**src/rtl/im_fetch_arbiter.sv**
```systemverilog
// im_fetch_arbiter: shares one synchronous single-port instruction RAM between
// the CPU fetch port and the program-loader port. It also keeps fetch disabled
// until the boot image has been loaded.
module im_fetch_arbiter #(
    parameter int         ADDR_W    = 10,
    parameter logic [3:0] BASE_HI   = 4'h3,
    parameter bit         BOOT_HOLD = 1'b1
) (
    input  logic              clk,
    input  logic              reset_n,
    // CPU fetch port
    input  logic              f_req,
    input  logic [31:0]       f_addr,
    output logic              f_gnt,
    output logic              f_rvalid,
    output logic [31:0]       f_rdata,
    output logic              f_fault,
    // Program-loader port
    input  logic              l_req,
    input  logic              l_we,
    input  logic [31:0]       l_addr,
    input  logic [31:0]       l_wdata,
    input  logic              l_boot_done,
    output logic              l_gnt,
    output logic              l_rvalid,
    output logic [31:0]       l_rdata,
    output logic              l_fault,
    output logic              cpu_run,
    // Instruction RAM
    output logic              mem_en,
    output logic              mem_we,
    output logic [ADDR_W-1:0] mem_addr,
    output logic [31:0]       mem_wdata,
    input  logic [31:0]       mem_rdata
);

    typedef enum logic {
        PORT_FETCH = 1'b0,
        PORT_LOAD  = 1'b1
    } port_e;

    port_e       rr_q, rr_d;
    logic        cpu_run_q, cpu_run_d;
    logic        resp_valid_q, resp_valid_d;
    port_e       resp_owner_q, resp_owner_d;
    logic        resp_fault_q, resp_fault_d;
    logic        resp_write_q, resp_write_d;

    logic        f_elig, l_elig;
    logic        f_gnt_c, l_gnt_c, any_gnt;
    logic [31:0] sel_addr;
    logic        sel_legal;
    logic [31:0] resp_rdata;

    // Only the word-index, region and alignment bits take part in decoding.
    logic        unused_addr_bits;
    assign unused_addr_bits = ^{f_addr, l_addr};

    // An access is legal only inside the code region and on a word boundary.
    function automatic logic is_legal(input logic [31:0] a);
        return (a[15:12] == BASE_HI) && (a[1:0] == 2'b00);
    endfunction

    // Grant selection, RAM drive and next-state for rr, boot and response regs.
    always_comb begin
        f_elig       = f_req && cpu_run_q;
        l_elig       = l_req;
        f_gnt_c      = reset_n && f_elig && (!l_elig || (rr_q == PORT_FETCH));
        l_gnt_c      = reset_n && l_elig && (!f_elig || (rr_q == PORT_LOAD));
        any_gnt      = f_gnt_c || l_gnt_c;
        sel_addr     = l_gnt_c ? l_addr : f_addr;
        sel_legal    = is_legal(sel_addr);

        mem_en       = any_gnt && sel_legal;
        mem_we       = any_gnt && sel_legal && l_gnt_c && l_we;
        mem_addr     = sel_addr[ADDR_W+1:2];
        mem_wdata    = l_wdata;

        rr_d         = rr_q;
        if (f_gnt_c) begin
            rr_d = PORT_LOAD;
        end else if (l_gnt_c) begin
            rr_d = PORT_FETCH;
        end

        cpu_run_d    = cpu_run_q || l_boot_done;

        resp_valid_d = any_gnt;
        resp_owner_d = l_gnt_c ? PORT_LOAD : PORT_FETCH;
        resp_fault_d = any_gnt && !sel_legal;
        resp_write_d = l_gnt_c && l_we;
    end

    // State registers; a pending response is discarded by reset.
    always_ff @(posedge clk or negedge reset_n) begin
        if (!reset_n) begin
            rr_q         <= PORT_FETCH;
            cpu_run_q    <= ~BOOT_HOLD;
            resp_valid_q <= 1'b0;
            resp_owner_q <= PORT_FETCH;
            resp_fault_q <= 1'b0;
            resp_write_q <= 1'b0;
        end else begin
            rr_q         <= rr_d;
            cpu_run_q    <= cpu_run_d;
            resp_valid_q <= resp_valid_d;
            resp_owner_q <= resp_owner_d;
            resp_fault_q <= resp_fault_d;
            resp_write_q <= resp_write_d;
        end
    end

    // Response steering: data only for legal reads, everything zero when idle.
    always_comb begin
        f_gnt      = f_gnt_c;
        l_gnt      = l_gnt_c;
        cpu_run    = cpu_run_q;
        f_rvalid   = resp_valid_q && (resp_owner_q == PORT_FETCH);
        l_rvalid   = resp_valid_q && (resp_owner_q == PORT_LOAD);
        resp_rdata = (resp_valid_q && !resp_fault_q && !resp_write_q) ? mem_rdata : 32'h0;
        f_rdata    = f_rvalid ? resp_rdata : 32'h0;
        l_rdata    = l_rvalid ? resp_rdata : 32'h0;
        f_fault    = f_rvalid && resp_fault_q;
        l_fault    = l_rvalid && resp_fault_q;
    end

endmodule

```
**config.mk**
```make
export PLATFORM = sky130hd
export DESIGN_NAME = im_fetch_arbiter
export DESIGN_NICKNAME = d
export VERILOG_FILES = /design/src/rtl/im_fetch_arbiter.sv
export SDC_FILE = /design/constraint.sdc
export NUM_CORES = 1
export LEC_CHECK = 0
export ABC_CLOCK_PERIOD_IN_PS = 3500
export CAP_MARGIN = 40
export CORE_AREA = 2 2 95 97
export CTS_CLUSTER_DIAMETER = 120
export DETAILED_ROUTE_END_ITERATION = 8
export DIE_AREA = 0 0 97 99
export PLACE_DENSITY = 0.6
export SETUP_SLACK_MARGIN = 0.02
export SYNTH_ARGS = -nofsm -noshare
export SYNTH_HDL_FRONTEND = slang
export SYNTH_SLANG_ARGS = --single-unit
```
**constraint.sdc**
```tcl
create_clock -name clk -period 3.5 [get_ports clk]
set_input_delay 0.875 -clock clk [delete_from_list [all_inputs] [get_ports clk]]
set_output_delay 0.875 -clock clk [all_outputs]
set_load 0.05 [all_outputs]
```
==> impl_metrics.tcl <==
set metrics [dict create \
    grt_max_degree 33 \
    fill_cells 879 \
    synth_nets 280 \
    dr.pass1.iters 2 \
    hpwl_mm 4.05 \
    start_util_pct 13.2 \
    clkPwrFrac_pct 17.9 \
    hold_buffers 0 \
    gp_congestion 0.786 \
    clock_latency_ns 0.22 \
    post-route-period-util_pct 94.3 \
    n_antenna_cell 0 \
    ys_ff_latch 6 \
    hold_viol 0 \
    die_x_um 97 \
    cts_setup_buffers 0 \
    slew_viol_final 0 \
    rows 34 \
    end_kind "output pin" \
    cts_root_buffer "clkbuf_8" \
    p_switching_uw 257 \
    combinationalPowerShare_pct 68.1 \
    syn_area_per_cell_sq_um 7.72 \
    area_delta_synth_final_pct 126 \
    antenna_found_initial 0 \
    p_per_area_nw_per_um2 231 \
    routed_via_density 3.82 \
    cts_tree "done" \
    setup_ws_ns 0.198 \
    drt_iter0_markers 3 \
    p_leak_nw 1.18 \
    setup-violations-final 0 \
    drc 0 \
    path_class "input port to output pin" \
    grt_overflow 0 \
    cp.required_ns 2.62 \
    die_y_um 99 \
    grt_pass1_vias 1395 \
    synth_top_area_share_pct 36.6 \
    boundaryPins 249 \
    synth_area_leaders "and2_1, buf_4, dfrtp_1" \
    ir_worst_vdd_mv 0.103 \
    synth_top_family_by_area "simple AND/OR/NAND/NOR gates" \
    portBuffers 152 \
    r2r_setup_slack_ns 2.08 \
    rsz0062_at_grt "no" \
    final_nets 401 \
    fin_setup_tns_ns 0 \
    yosys.area_share.simple_pct 47.2 \
    pre_cts_slack_ns 0.167 \
    syn_area_sq_um 1130 \
    cap_violations 0 \
    syn_inst 146 \
    synthXorXnorAreaFrac_pct 0 \
    cts-buffers-inserted 3 \
    drtAntennaViolNets 0 \
    swShare_pct 43.7 \
    skew_ns 0.00395 \
    startpoint_type "input port" \
    grt_pass1_wl_mm 7.02 \
    arrival_ns 2.43 \
    clock-sinks 6 \
    dieArea_sq_um 9600 \
    yosysTopAreaCell "and2_1" \
    ys_seq_area_share_pct 13.3 \
    synthMuxAreaShare_pct 9.99 \
    synth_warnings 0 \
    status "completed" \
    p_seq_share_pct 14.0 \
    synthAdderAreaFrac_pct 0 \
    synth_compound_area_share_pct 3.55 \
    wl_per_cell_um 12.1 \
    cts_buffer_depth 2 \
    drt-total-wl_mm 4.51 \
    power.internal_uw 332 \
    worstMarginPinSlew_ns 0.584 \
    core_sq_um 8550 \
    critPathMaxFanout 15 \
    hold_path.class "register to register" \
    clock.fmax_mhz 303 \
    path_clk_slew_ns 0.04 \
    ctsHtreeMaxLevel 1 \
    grt_use_total_pct 9.01 \
    synthDistinctLibCells 21 \
    layout_min_cycle_time_ns 3.30 \
    cts_resized 0 \
    vias 1424 \
    layout-drive-gt1-share_pct 37.4 \
    relSlewSlack_pct 60.9 \
]
## critical path: stages
cell and delay, ns:
clkdlybuf4s50_1 0.48, nand2_1 0.11, o21bai_4 0.38, mux2_2 0.41
buf_12 0.15
## power groups by stage
stage / Combinational (mW) / Clock [mW] / Sequential, mW
floorplan: 0.311 / 0 / 0.0817
global placement: 0.403 / 0 / 0.0830
detailed placement: 0.406 / 0 / 0.0835
CTS: 0.406 / 0.107 / 0.0826
global route: 0.422 / 0.111 / 0.0838
finish: 0.401 / 0.105 / 0.0823
## cell families after synthesis
group                  after synthesis
buffers and inverters               42
and+or+nand+nor                     84
AOI/OAI and AO/OA                    4
DFF                                  6
muxes                               10
## layout by cell type, fill, tap and decap left out
master           instances
clkdlybuf4s50_1         74
buf_4                   67
and2_1                  66
buf_12                  14
mux2_2                  10
nand2_1                  6
dfrtp_1                  6
inv_1                    3
clkbuf_8                 3
nor3b_4                  2
nor4_1                   2
nand3_1                  2
nor2b_2                  1
o21bai_4                 1
nand4_1                  1
o22ai_1                  1
nor3_1                   1
or2_2                    1
a21oi_1                  1
a32o_1                   1
nor2_1                   1
and3_1                   1
## state kept, by name, indices dropped and copies added (netlist names)
register,cells
resp_owner_q,1
rr_q,1
resp_fault_q,1
resp_write_q,1
resp_valid_q,1
cpu_run,1
## cell usage after synthesis
library cell / count
a21oi_1: 1
a32o_1: 1
and2_1: 66
and3_1: 1
buf_4: 32
buf_6: 1
clkbuf_2: 6
dfrtp_1: 6
inv_1: 3
mux2_2: 10
nand2_1: 6
nand3_1: 2
nand4_1: 1
nor2_1: 1
nor2b_2: 1
nor3_1: 1
nor3b_4: 2
nor4_1: 2
o21bai_4: 1
o22ai_1: 1
or2_2: 1
## metal layers
layer	wire length [um]	up-vias	global-route usage (%)
met4	48	0	2.60
met5	0	-	0
li1	-	667	-
met1	1540	622	9.07
met2	2230	129	16.7
met3	696	6	4.18
## final timing paths
check / startpoint / to / depth (start not counted)
max: f_req / mem_addr[3] / 5
min: cpu_run$_DFF_PN0_ / cpu_run$_DFF_PN0_ / 1
max reg2reg: cpu_run$_DFF_PN0_ / resp_fault_q$_DFF_PN0_ / 4
min reg2reg: cpu_run$_DFF_PN0_ / cpu_run$_DFF_PN0_ / 1
max in group asynchronous: reset_n / resp_owner_q$_DFF_PN0_ / 2
min in group asynchronous: reset_n / rr_q$_DFFE_PN0P_ / 2
## cell type report
class | instances | area [sq um] | share of cell area [%]
timing repair buffer | 155 | 1520 | 59.9
multi-input combinational | 98 | 684 | 26.9
sequential | 6 | 150 | 5.90
tap | 108 | 135 | 5.31
clock buffer | 3 | 41.3 | 1.62
inverter | 3 | 11.3 | 0.442
## per-stage QoR
stage | power [mW] | area [sq um] | std cells | util (%) | hold slack, ns
floorplan | 0.393 | 1130 | 146 | - | 0.538
global route | 0.617 | 2550 | 373 | 29.8 | 0.551
CTS | 0.596 | 2550 | 373 | 29.8 | 0.531
detailed placement | 0.489 | 2500 | 370 | 29.3 | 0.520
global placement | 0.486 | 2500 | 370 | 29.3 | 0.521
finish | 0.589 | 2550 | 373 | 29.8 | 0.522
No activity file was read; power rests on OpenSTA's default activity.
